$ cat src/rtl/minhash_matcher_if.sv
// MinHash matcher bus: signature/reference inputs and match/best results.
// master = signature generator side, slave = matcher side.
interface minhash_matcher_if #(
    parameter int S  = 4,
    parameter int CW = $clog2(S + 1)
);
    // generator -> matcher
    logic            load_ref;
    logic            sig_valid;
    logic [S*32-1:0] sig_in;
    logic [31:0]     w_idx;
    logic            clear_best;

    // matcher -> generator
    logic            sig_ready;
    logic            busy;
    logic            match_valid;
    logic [CW-1:0]   match_count;
    logic [31:0]     match_widx;
    logic            is_match;
    logic [CW-1:0]   best_count;
    logic [31:0]     best_widx;
    logic [15:0]     drop_cnt;

    modport master (
        output load_ref, sig_valid, sig_in, w_idx, clear_best,
        input  sig_ready, busy, match_valid, match_count,
        input  match_widx, is_match, best_count, best_widx,
        input  drop_cnt
    );

    modport slave (
        input  load_ref, sig_valid, sig_in, w_idx, clear_best,
        output sig_ready, busy, match_valid, match_count,
        output match_widx, is_match, best_count, best_widx,
        output drop_cnt
    );
endinterface

$ cat src/rtl/minhash_matcher.sv
// MinHash signature matcher: compares each accepted signature against a
// stored reference one 32-bit lane per cycle and tracks the best window.
// Ports: clk, reset (async, active-high), bus (minhash_matcher_if.slave).
//   in : load_ref, sig_valid, sig_in[S*32], w_idx[32], clear_best
//   out: sig_ready, busy, match_valid, match_count, match_widx, is_match,
//        best_count, best_widx, drop_cnt[16]
module minhash_matcher #(
    parameter int S      = 4,
    parameter int THRESH = 2,
    parameter int CW     = $clog2(S + 1)
) (
    input  logic             clk,
    input  logic             reset,
    minhash_matcher_if.slave bus
);
    localparam int LW = (S > 1) ? $clog2(S) : 1;

    typedef enum logic [1:0] {
        IDLE,
        COMPARE,
        REPORT
    } state_t;

    state_t          state_q;
    state_t          state_d;

    logic            ref_loaded;
    logic [S*32-1:0] ref_sig;
    logic [S*32-1:0] sig_lat;
    logic [31:0]     widx_lat;
    logic [LW-1:0]   lane;
    logic [CW-1:0]   cnt;

    logic            mv_q;
    logic [CW-1:0]   mcount_q;
    logic [31:0]     mwidx_q;
    logic            ismatch_q;
    logic [CW-1:0]   bcount_q;
    logic [31:0]     bwidx_q;
    logic [15:0]     drop_q;

    logic            sig_ready;
    logic            accept;
    logic            drop;
    logic            last_lane;
    logic            in_idle;
    logic            in_cmp;
    logic            in_rep;
    logic [31:0]     lat_lane;
    logic [31:0]     ref_lane;

    assign in_idle   = (state_q == IDLE);
    assign in_cmp    = (state_q == COMPARE);
    assign in_rep    = (state_q == REPORT);
    assign sig_ready = in_idle && ref_loaded;

    // load_ref wins a same-cycle collision; the signature is then dropped
    assign accept    = bus.sig_valid && sig_ready && !bus.load_ref;
    assign drop      = bus.sig_valid && !accept;
    assign last_lane = (lane == LW'(S - 1));

    always_comb begin
        lat_lane = '0;
        ref_lane = '0;
        for (int i = 0; i < S; i++) begin
            if (lane == LW'(i)) begin
                lat_lane = sig_lat[i*32 +: 32];
                ref_lane = ref_sig[i*32 +: 32];
            end
        end
    end

    always_ff @(posedge clk or posedge reset) begin
        if (reset) begin
            state_q <= IDLE;
        end else begin
            state_q <= state_d;
        end
    end

    always_comb begin
        state_d = state_q;
        unique case (state_q)
            IDLE: begin
                if (accept) begin
                    state_d = COMPARE;
                end
            end
            COMPARE: begin
                if (last_lane) begin
                    state_d = REPORT;
                end
            end
            REPORT: begin
                state_d = IDLE;
            end
            default: begin
                state_d = IDLE;
            end
        endcase
    end

    always_ff @(posedge clk or posedge reset) begin
        if (reset) begin
            ref_loaded <= 1'b0;
            ref_sig    <= '0;
            sig_lat    <= '0;
            widx_lat   <= '0;
            lane       <= '0;
            cnt        <= '0;
        end else begin
            if (in_idle && bus.load_ref) begin
                ref_sig    <= bus.sig_in;
                ref_loaded <= 1'b1;
            end
            if (accept) begin
                sig_lat  <= bus.sig_in;
                widx_lat <= bus.w_idx;
                lane     <= '0;
                cnt      <= '0;
            end
            if (in_cmp) begin
                // count tops out at S, which CW always holds
                if (lat_lane == ref_lane) begin
                    cnt <= cnt + CW'(1);
                end
                if (!last_lane) begin
                    lane <= lane + LW'(1);
                end
            end
        end
    end

    // Result registers load on the REPORT edge, so match_valid rises
    // one cycle after the last lane and the FSM is already back in IDLE.
    always_ff @(posedge clk or posedge reset) begin
        if (reset) begin
            mv_q      <= 1'b0;
            mcount_q  <= '0;
            mwidx_q   <= '0;
            ismatch_q <= 1'b0;
        end else begin
            mv_q <= in_rep;
            if (in_rep) begin
                mcount_q  <= cnt;
                mwidx_q   <= widx_lat;
                ismatch_q <= (int'(cnt) >= THRESH);
            end
        end
    end

    // clear_best during REPORT clears first, then compares against zero
    always_ff @(posedge clk or posedge reset) begin
        if (reset) begin
            bcount_q <= '0;
            bwidx_q  <= '0;
        end else if (bus.clear_best) begin
            if (in_rep && (cnt != '0)) begin
                bcount_q <= cnt;
                bwidx_q  <= widx_lat;
            end else begin
                bcount_q <= '0;
                bwidx_q  <= '0;
            end
        end else if (in_rep && (cnt > bcount_q)) begin
            bcount_q <= cnt;
            bwidx_q  <= widx_lat;
        end
    end

    always_ff @(posedge clk or posedge reset) begin
        if (reset) begin
            drop_q <= '0;
        end else if (drop && (drop_q != 16'hFFFF)) begin
            drop_q <= drop_q + 16'd1;
        end
    end

    assign bus.sig_ready   = sig_ready;
    assign bus.busy        = in_cmp || in_rep;
    assign bus.match_valid = mv_q;
    assign bus.match_count = mcount_q;
    assign bus.match_widx  = mwidx_q;
    assign bus.is_match    = ismatch_q;
    assign bus.best_count  = bcount_q;
    assign bus.best_widx   = bwidx_q;
    assign bus.drop_cnt    = drop_q;
endmodule

$ cat src/flat_wrapper.sv
// flat-port wrapper written by rule: the top's interface ports become plain ports
module minhash_matcher_flat 
#(
    parameter int S      = 4,
    parameter int THRESH = 2,
    parameter int CW     = $clog2(S + 1)
)
  (clk, reset, bus_load_ref, bus_sig_valid, bus_sig_in, bus_w_idx, bus_clear_best, bus_sig_ready, bus_busy, bus_match_valid, bus_match_count, bus_match_widx, bus_is_match, bus_best_count, bus_best_widx, bus_drop_cnt);
  minhash_matcher_if #(.S(S), .CW(CW)) bus_i ();
  input  logic clk;
  input  logic reset;
  input wire logic [$bits(bus_i.load_ref)-1:0] bus_load_ref;
  input wire logic [$bits(bus_i.sig_valid)-1:0] bus_sig_valid;
  input wire logic [$bits(bus_i.sig_in)-1:0] bus_sig_in;
  input wire logic [$bits(bus_i.w_idx)-1:0] bus_w_idx;
  input wire logic [$bits(bus_i.clear_best)-1:0] bus_clear_best;
  output wire logic [$bits(bus_i.sig_ready)-1:0] bus_sig_ready;
  output wire logic [$bits(bus_i.busy)-1:0] bus_busy;
  output wire logic [$bits(bus_i.match_valid)-1:0] bus_match_valid;
  output wire logic [$bits(bus_i.match_count)-1:0] bus_match_count;
  output wire logic [$bits(bus_i.match_widx)-1:0] bus_match_widx;
  output wire logic [$bits(bus_i.is_match)-1:0] bus_is_match;
  output wire logic [$bits(bus_i.best_count)-1:0] bus_best_count;
  output wire logic [$bits(bus_i.best_widx)-1:0] bus_best_widx;
  output wire logic [$bits(bus_i.drop_cnt)-1:0] bus_drop_cnt;
  assign bus_i.load_ref = bus_load_ref;
  assign bus_i.sig_valid = bus_sig_valid;
  assign bus_i.sig_in = bus_sig_in;
  assign bus_i.w_idx = bus_w_idx;
  assign bus_i.clear_best = bus_clear_best;
  assign bus_sig_ready = bus_i.sig_ready;
  assign bus_busy = bus_i.busy;
  assign bus_match_valid = bus_i.match_valid;
  assign bus_match_count = bus_i.match_count;
  assign bus_match_widx = bus_i.match_widx;
  assign bus_is_match = bus_i.is_match;
  assign bus_best_count = bus_i.best_count;
  assign bus_best_widx = bus_i.best_widx;
  assign bus_drop_cnt = bus_i.drop_cnt;
  minhash_matcher #(.S(S), .THRESH(THRESH), .CW(CW)) u_core (.clk(clk), .reset(reset), .bus(bus_i));
endmodule
$ cat config.mk
export PLATFORM = sky130hd
export DESIGN_NAME = minhash_matcher_flat
export DESIGN_NICKNAME = d
export VERILOG_FILES = /design/src/rtl/minhash_matcher_if.sv /design/src/rtl/minhash_matcher.sv /design/src/flat_wrapper.sv
export SDC_FILE = /design/constraint.sdc
export NUM_CORES = 1
export LEC_CHECK = 0
export CAP_MARGIN = 20
export CORE_AREA = 4 4 282 215
export CTS_CLUSTER_DIAMETER = 100
export DETAILED_ROUTE_END_ITERATION = 8
export DIE_AREA = 0 0 286 219
export SYNTH_ARGS = -nofsm -noshare
export SYNTH_HDL_FRONTEND = slang
export SYNTH_SLANG_ARGS = --single-unit
$ cat constraint.sdc
create_clock -name clk -period 23 [get_ports clk]
set_input_delay 2.3 -clock clk [delete_from_list [all_inputs] [get_ports clk]]
set_output_delay 2.3 -clock clk [all_outputs]
set_load 0.1 [all_outputs]
==> flow_summary_export.csv, run 1 <==
group,metric,value,unit
run_status,status,"completed",
drt,dr_total_vias,9554,
worst_setup_path,worstPathMaxFanout,5,
sta,hold_viol_final,0,
sta,period_needed,5.07,ns
grt,grt_first_pass_wirelength,57600,µm
cts,cts.sinks,384,
grt,use_met3,4.35,%
finish,post-route-util,36.2,%
sta,rsz0062_at_grt,"false",
drt,routedWlPerCell,16.2,µm
synthesis,yosysWarnings,0,
drt,drtIter0Drc,335,
synthesis,synth_nets,1325,
worst_setup_path,crit_type,"reg2out",
synthesis,synth_cells,1144,
synthesis,syn_area,16100,µm²
floorplan,die_h,219,µm
power_and_ir_drop,p_leak,8.79,nW
job,maxCapViolations,0,
synthesis,ys_seq_area_share,59.9,%
power_and_ir_drop,pwr_density_cell,156,nW/µm²
floorplan,fp.dieW,286,µm
cts,h-tree-depth,2,
synthesis,synth_flop_cell,"dfrtp_1",
cts,clk_path_buf_depth,3,
cts,clk_latency,0.55,ns
finish,stdcell_area,21000,µm²
synthesis,syn_area_per_cell,14.0,µm²
sta,fmax,0.197,GHz
placed_design,place_congestion,0.745,
synthesis,synth_edf_count,0,
worst_setup_path,end_kind,"output port",
floorplan,ios,255,
cts,cts_made_buffers,43,
cts,clkTransAtPathRegs,0.06,ns
placed_design,dp_slack,17.26,ns
cts,hold_buffers,0,
sta,tightest_slew,1.12,ns
finish,layout_common_cells,"dfrtp_1, mux2_2, clkdlybuf4s50_1",
finish,n_fill_cell,5655,
sta,setup_slack,17.93,ns
placed_design,place_hpwl,24300,µm
worst_setup_path,crit_required,20.70,ns
sta,finClkSkew,0.0116,ns
drt,drc,0,
grt,antenna_found_initial,15,
synthesis,synth_cell_type_count,34,
cts,post-cts-setup-buffers,0,
min_path,hold_class,"reg2reg",
grt,track_usage,11.6,%
grt,grt_start_max_net_pins,152,
floorplan,num_rows,77,
sta,maxSlewViolCount,0,
drt,drt_first_pass_iters,4,
sta,slew_headroom,25.0,%
placed_design,portBuffers,254,
floorplan,initial_core_util,27.6,%
grt,grt_pass1_vias,10257,
drt,vias_per_cell,4.28,
drt,final_antenna_net_count,0,
finish,nNetsFinal,1588,
floorplan,die_area,62600,µm²
finish,final_common_cell,"dfrtp_1",
power_and_ir_drop,peakVddDrop,88.2,µV
sta,setup_violations,0,
placed_design,place_area,19500,µm²
cts,cts_tree,"built",
grt,grt_use_met1,16.0,%
cts,ctsResizeCount,0,
sta,tns,0,ns
finish,syn2layout_area_growth,31.0,%
worst_setup_path,crit_arrival,2.77,ns
cts,root_buffer,"clkbuf_16",
synthesis,async_flop_share,100,%
worst_setup_path,startpoint_type,"register",
synthesis,synth_seq_cells,384,
grt,use_met2,17.0,%
grt,overflow,0,
sta,fin_crit_sh,22.0,%
floorplan,coreArea,58200,µm²
finish,drive_above_1_share,29.0,%
grt,grt.busiest_layer,"met2",
drt,wl,36200,µm
[flip-flops by register name, indices dropped and copies added, names as in the netlist]
register,count
u_core.bus.best_widx,32
u_core.bus.match_widx,32
u_core.bus.drop_cnt,16
u_core.state_q,2
u_core.sig_lat,128
u_core.bus.match_count,3
u_core.lane,2
u_core.widx_lat,32
u_core.ref_sig,128
u_core.bus.best_count,3
u_core.bus.match_valid,1
u_core.ref_loaded,1
u_core.bus.is_match,1
u_core.cnt,3
[through the flow]
step | power, mW | hold slack (ns) | std cells
final | 3.29 | 0.468 | 2233
after global routing | 3.49 | 0.495 | 2230
after CTS | 3.34 | 0.472 | 2229
after detailed placement | 2.60 | 0.453 | 2151
after global placement | 2.56 | 0.441 | 2151
after floorplan | 2.26 | 0.425 | 1144
[cells in the mapped netlist, types with 3 or more instances]
cell	instances	area share [%]
and3_1	5	0.19
clkbuf_1	25	0.58
inv_1	13	0.30
a21oi_1	5	0.16
mux2_2	323	23
nor3_1	3	0.093
nand3_1	13	0.41
nor2_1	8	0.19
o21ai_0	41	1.3
nand2_1	84	2.0
ha_1	16	1.2
dfrtp_1	384	60
buf_2	15	0.47
nor4_1	20	0.78
xor2_1	75	4.1
nand4_1	19	0.74
buf_1	6	0.14
nand2b_1	7	0.27
xnor2_1	67	3.7
[final timing paths]
path                                   start                       end  slack, ns  depth (start not counted)
max reg2reg                u_core.state_q[0]   u_core.bus.drop_cnt[14]      19.22                         10
min                        u_core.ref_loaded         u_core.ref_loaded       0.47                          1
min in group asynchronous              reset    u_core.bus.drop_cnt[0]       2.31                          2
max                        u_core.state_q[1]             bus_sig_ready      17.93                          4
max in group asynchronous              reset  u_core.bus.best_widx[12]      18.45                          4
min reg2reg                u_core.ref_loaded         u_core.ref_loaded       0.47                          1
[power breakdown]
| part | internal, mW | switching [mW] | total [mW] |
|---|---|---|---|
| combinational | 0.557 | 0.804 | 1.36 |
| clock | 0.438 | 0.278 | 0.715 |
| sequential | 1.00 | 0.209 | 1.21 |
| total | 2.00 | 1.29 | 3.29 |
[final cells by class]
class,instances,area (µm²),area share (%)
Antenna cell,3,7.51,0.0357
Timing Repair Buffer,264,2650,12.6
Tap cell,790,988,4.70
Inverter,13,56.3,0.268
Clock buffer,59,1290,6.13
Sequential cell,384,9610,45.7
Clock inverter,19,213,1.01
Multi-Input combinational cell,701,6230,29.6
[routing by layer]
layer  wire length [µm]  vias to the layer above
met5                166                        -
met2              15200                      224
met1              17200                     4733
met4                675                       24
li1                   -                     4500
met3               2830                       73
[logic make-up after synthesis]
| group | share of synthesized area (%) |
|---|---|
| AOI/OAI and AO/OA | 2.07 |
| buffers and inverters | 1.50 |
| DFF | 59.9 |
| muxes | 22.7 |
| and+or+nand+nor | 4.88 |
| adders and majority gates | 1.25 |
| xor gates and xnor gates | 7.75 |
[critical path: stages (launching register included)]
cell	delay, ns
dfrtp_1	0.38
inv_1	0.14
ha_1	0.35
and2_1	0.20
clkdlybuf4s50_1	1.14
Note: power is estimated with default switching activity, not from simulation.
==> run 2, diff against run 1 <==
Clock period 23 ns to 4.65 ns, I/O delays scaled along.
==> run 2 against run 1 <==
Against the previous run:
- sequential share of layout area grew 0.13 points
- critical path depth is the same
- core utilization shrank 0.099 points
- register-to-register slack lost 17 ns
- routed wire length grew 2.1%
- worst hold slack lost 0.098 ns
- count of clock-buffer cells in the layout grew 2
- clock power grew to 4.7 times the previous value
- largest power group unchanged
==> flow_summary_export.csv, run 2 (synthesis gave the netlist of run 1 again) <==
group,metric,value,unit
cts,post-cts-setup-buffers,0,
sta,tightest_slew,1.09,ns
power_and_ir_drop,p_sw_share,39.7,%
placed_design,place_congestion,0.767,
grt,grt_start_max_net_pins,130,
finish,nNetsFinal,1588,
drt,wl,36900,µm
floorplan,die_h,219,µm
sta,fmax,0.311,GHz
floorplan,ios,255,
grt,antenna_found_initial,11,
sta,tns,0,ns
sta,setup_violations,0,
power_and_ir_drop,clock_power_share,21.0,%
cts,cts.sinks,384,
grt,grt_pass1_vias,10478,
placed_design,portBuffers,254,
floorplan,fp.dieW,286,µm
sta,fin_crit_sh,69.1,%
worst_setup_path,crit_arrival,2.75,ns
power_and_ir_drop,pwr-share-comb,41.7,%
finish,final_common_cell,"dfrtp_1",
sta,setup_slack,1.44,ns
finish,drive_above_1_share,28.6,%
sta,hold_viol_final,0,
grt,overflow,0,
cts,cts_made_buffers,43,
placed_design,place_hpwl,25000,µm
floorplan,coreArea,58200,µm²
placed_design,dp_slack,2.00,ns
worst_setup_path,startpoint_type,"register",
cts,clk_path_buf_depth,3,
min_path,hold_class,"in2async",
finish,syn2layout_area_growth,30.7,%
power_and_ir_drop,p_leak,8.74,nW
sta,finClkSkew,0.0110,ns
finish,reg_top3,"u_core.ref_sig (128), u_core.sig_lat (128)",
sta,maxSlewViolCount,0,
worst_setup_path,end_kind,"output port",
run_status,status,"completed",
worst_setup_path,worstPathMaxFanout,5,
finish,layout_common_cells,"dfrtp_1, mux2_2, clkdlybuf4s50_1",
cts,h-tree-depth,2,
worst_setup_path,timing.rr.end,"u_core.sig_lat[125]",
cts,clk_latency,0.55,ns
floorplan,die_area,62600,µm²
drt,final_antenna_net_count,0,
worst_setup_path,r2r_start,"u_core.state_q[0]",
floorplan,num_rows,77,
drt,routedWlPerCell,16.6,µm
worst_setup_path,rrSetupSlack,2.16,ns
grt,track_usage,11.7,%
sta,rsz0062_at_grt,"false",
cts,clkTransAtPathRegs,0.06,ns
finish,post-route-util,36.1,%
power_and_ir_drop,p_seq_share,37.3,%
sta,slew_headroom,27.2,%
floorplan,initial_core_util,27.6,%
power_and_ir_drop,p_int,9.76,mW
worst_setup_path,rr_worst_depth,6,
worst_setup_path,crit_type,"reg2out",
power_and_ir_drop,peakVddDrop,632,µV
grt,grt_first_pass_wirelength,58600,µm
cts,root_buffer,"clkbuf_16",
cts,hold_buffers,0,
power_and_ir_drop,pwr_density_cell,771,nW/µm²
job,maxCapViolations,0,
sta,period_needed,3.21,ns
drt,vias_per_cell,4.34,
cts,ctsResizeCount,0,
drt,dr_total_vias,9665,
worst_setup_path,crit_required,4.18,ns
drt,drtIter0Drc,302,
drt,drc,0,
cts,cts_tree,"built",
drt,drt_first_pass_iters,5,
power_and_ir_drop,p_sw,6.41,mW
## run 2: cell count changes in the layout (fill, tap and decap cells not counted), moves of 2 or more
| cell | before | now |
|---|---|---|
| clkinv_4 | 3 | 1 |
| buf_12 | 1 | 5 |
| clkbuf_1 | 3 | 6 |
| clkinvlp_4 | 0 | 5 |
| bufinv_16 | 4 | 2 |
| clkinv_2 | 11 | 7 |
| buf_4 | 8 | 5 |
| inv_8 | 2 | 0 |
## run 2: layout make-up
type | instances | area [µm²]
tap | 790 | 988
timing repair buffer | 264 | 2680
inverter | 13 | 52.6
clock buffer | 61 | 1290
clock inverter | 14 | 134
sequential | 384 | 9610
antenna | 2 | 5.00
multi-input combinational | 701 | 6230
fill | 5600 | 37200
## run 2: critical path, stage by stage, from the launching register on
cell	delay [ns]
dfrtp_1	0.39
inv_1	0.15
ha_1	0.32
and2_1	0.20
clkdlybuf4s50_1	1.14
## run 2: per-stage QoR
stage,instances,hold WS [ns],area [µm²],total power [mW]
floorplan,1144,0.425,16100,11.2
global placement,2152,0.441,19600,12.7
detailed placement,2152,0.458,19600,12.9
CTS,2227,0.344,21000,16.4
global route,2227,0.413,21000,17.1
finish,2229,0.370,21000,16.2
## run 2: worst max-delay path by stage
stage,cells after the start,to,from
after floorplan,1,u_core.bus.best_count[0],reset
after global placement,4,bus_sig_ready,u_core.state_q[0]
after detailed placement,4,bus_sig_ready,u_core.state_q[1]
after CTS,4,bus_sig_ready,u_core.state_q[1]
after global routing,4,bus_sig_ready,u_core.state_q[0]
final,4,bus_sig_ready,u_core.state_q[1]
## run 2: metal layers
metal	GRT usage, %	part of all wire, %	vias up
li1	-	-	4498
met1	15.6	46	4866
met2	18.4	45	214
met3	4.20	7.7	67
met4	2.71	1.7	20
met5	0	0.33	-
## run 2: power groups by stage
| stage | sequential [mW] | combinational (mW) | clock (mW) |
|---|---|---|---|
| 2_1_floorplan | 8.02 | 3.15 | 0 |
| 3_3_place_gp | 6.00 | 6.72 | 0 |
| 3_5_place_dp | 6.10 | 6.84 | 0 |
| 4_1_cts | 6.04 | 6.86 | 3.54 |
| 5_1_grt | 6.23 | 7.23 | 3.67 |
| 6_report | 6.03 | 6.75 | 3.39 |
==> run 3, diff against run 2 <==
Clock period 4.65 ns to 3.1 ns, I/O delays scaled along.
==> run 3 against run 2 <==
Against the previous run:
- count of clock-buffer cells in the layout is 2 lower
- combinational power increased by 51%
- global-route usage rose by 0.15 points
- register-to-register slack got worse by 1.6 ns
- cell count up 1.0%
- critical path depth increased by 5
- cell area rose by 0.98%
- via count increased by 0.53%
- non-clock buffer count is 23 higher
- die area unchanged
- largest cell class unchanged
==> flow_summary_export.csv, run 3 (synthesis gave the netlist of run 1 again) <==
group,metric,value,unit
worst_setup_path,path_cells,"inv_1, ha_1, nand2b_1, nor2_1, nand4_1, nor4_1, o22a_2, nor2_2, a31o_1",
finish,reg_top3,"u_core.ref_sig (128), u_core.sig_lat (128)",
worst_setup_path,crit_type,"reg2reg",
sta,setup_slack,0.564,ns
finish,ff_latch_area,9610,µm²
drt,final_antenna_net_count,0,
finish,final_common_cell,"dfrtp_1",
floorplan,coreArea,58200,µm²
sta,setup_violations,0,
sta,period_needed,2.54,ns
placed_design,portBuffers,254,
placed_design,dp_slack,0.465,ns
power_and_ir_drop,pwr-share-comb,41.9,%
sta,tightest_slew,1.04,ns
floorplan,die_h,219,µm
run_status,status,"completed",
cts,clk_path_buf_depth,3,
power_and_ir_drop,p_sw_share,39.6,%
sta,finClkSkew,0.0179,ns
finish,n_fill_cell,5667,
power_and_ir_drop,clock_power_share,21.1,%
finish,stdcell_area,21200,µm²
drt,routedWlPerCell,16.6,µm
placed_design,place_congestion,0.768,
power_and_ir_drop,p_int,14.7,mW
finish,multi_input_area,6230,µm²
placed_design,place_hpwl,26200,µm
grt,grt_use_met1,15.9,%
cts,cts_tree,"built",
cts,cts.sinks,384,
grt,antenna_found_initial,11,
grt,use_met2,18.5,%
finish,syn2layout_area_growth,32.0,%
floorplan,num_rows,77,
sta,maxSlewViolCount,0,
grt,grt_pass1_vias,10427,
worst_setup_path,crit_arrival,2.98,ns
grt,overflow,0,
finish,layout_common_cells,"dfrtp_1, mux2_2, clkdlybuf4s50_1",
worst_setup_path,r2r_start,"u_core.state_q[1]",
floorplan,ios,255,
drt,drt_first_pass_iters,4,
grt,use_met3,4.22,%
worst_setup_path,cp-startpoint,"u_core.state_q[1]",
cts,hold_buffers,0,
job,maxCapViolations,0,
finish,drive_above_1_share,31.8,%
drt,dr_total_vias,9716,
sta,fmax,0.394,GHz
grt,grt_start_max_net_pins,81,
drt,wl,37400,µm
cts,h-tree-depth,2,
floorplan,die_area,62600,µm²
worst_setup_path,slowest_delay,0.62,ns
drt,vias_per_cell,4.31,
finish,fin_cells,2252,
worst_setup_path,end_kind,"register",
min_path,hold_class,"in2async",
cts,clk_latency,0.55,ns
cts,cts_made_buffers,43,
worst_setup_path,startpoint_type,"register",
floorplan,initial_core_util,27.6,%
power_and_ir_drop,peakVddDrop,860,µV
power_and_ir_drop,pwr_density_cell,1150,nW/µm²
worst_setup_path,crit_required,3.54,ns
sta,hold_viol_final,0,
power_and_ir_drop,p_sw,9.65,mW
drt,drc,0,
sta,slew_headroom,30.5,%
finish,nNetsFinal,1611,
cts,post-cts-setup-buffers,0,
cts,clkTransAtPathRegs,0.06,ns
worst_setup_path,timing.rr.end,"u_core.cnt[2]",
worst_setup_path,rrSetupSlack,0.56,ns
worst_setup_path,cp-endpoint,"u_core.cnt[2]",
sta,rsz0062_at_grt,"false",
grt,track_usage,11.9,%
power_and_ir_drop,p_leak,8.93,nW
floorplan,fp.dieW,286,µm
worst_setup_path,worstPathMaxFanout,5,
cts,ctsResizeCount,0,
sta,fin_crit_sh,81.8,%
worst_setup_path,critical_path.slowest_cell,"nor4_1",
worst_setup_path,rr_worst_depth,9,
cts,root_buffer,"clkbuf_16",
power_and_ir_drop,p_seq_share,37.0,%
grt,grt_first_pass_wirelength,58900,µm
grt,grt.busiest_layer,"met2",
drt,drtIter0Drc,356,
placed_design,dp.cells,2175,
placed_design,place_area,19700,µm²
## run 3: changes by cell type in the layout (fill, tap and decap cells not counted), sizes merged
| cell | delta |
|---|---|
| inv | +3 |
| clkdlybuf4s50 | -29 |
| clkbuf | -2 |
| clkinv | -1 |
| buf | +52 |
## run 3: worst min-delay path by stage
stage               depth (start not counted)              start                  to  slack (ns)
finish                                      2              reset  u_core.sig_lat[32]        0.19
CTS                                         2              reset  u_core.sig_lat[32]        0.17
global placement                            1  u_core.ref_loaded   u_core.ref_loaded        0.45
global route                                2              reset  u_core.sig_lat[32]        0.22
detailed placement                          1  u_core.ref_loaded   u_core.ref_loaded        0.45
floorplan                                   1  u_core.ref_loaded   u_core.ref_loaded        0.43
## run 3: per-layer routing
layer,wire [µm],vias up
met5,125,-
met4,609,20
met3,2800,60
met2,16600,214
met1,17200,4873
li1,-,4549
## run 3: power by group through the flow
stage,Combinational [mW],Sequential [mW],Clock [mW]
after floorplan,4.72,12.0,0
after global placement,10.2,8.96,0
after detailed placement,10.3,9.10,0
after CTS,10.4,9.02,5.35
after global routing,10.9,9.32,5.55
final,10.2,9.01,5.12
## run 3: worst max-delay path: cells and delay by family, from the launching register on
kind	cells	cell delay, ns
buf+inv	1	0.15
simple gates	5	1.15
compound gates	2	0.52
fa+ha+maj	1	0.22
flops	1	0.39
## run 3: area by class of cell
class / instances / share of cell area, %
Antenna cell: 2 / 0.0236
Clock buffer: 59 / 6.04
Clock inverter: 16 / 0.750
Inverter: 13 / 0.248
Multi-Input combinational cell: 701 / 29.4
Sequential cell: 384 / 45.4
Tap cell: 790 / 4.67
Timing Repair Buffer: 287 / 13.5
## run 3: stage by stage
stage / hold WS (ns) / util, % / TNS, ns / power, mW
floorplan: 0.425 / - / -910.84 / 16.7
global placement: 0.445 / 33.9 / 0 / 19.2
detailed placement: 0.448 / 33.9 / 0 / 19.4
CTS: 0.169 / 36.4 / 0 / 24.7
global route: 0.220 / 36.4 / 0 / 25.8
finish: 0.188 / 36.4 / 0 / 24.3
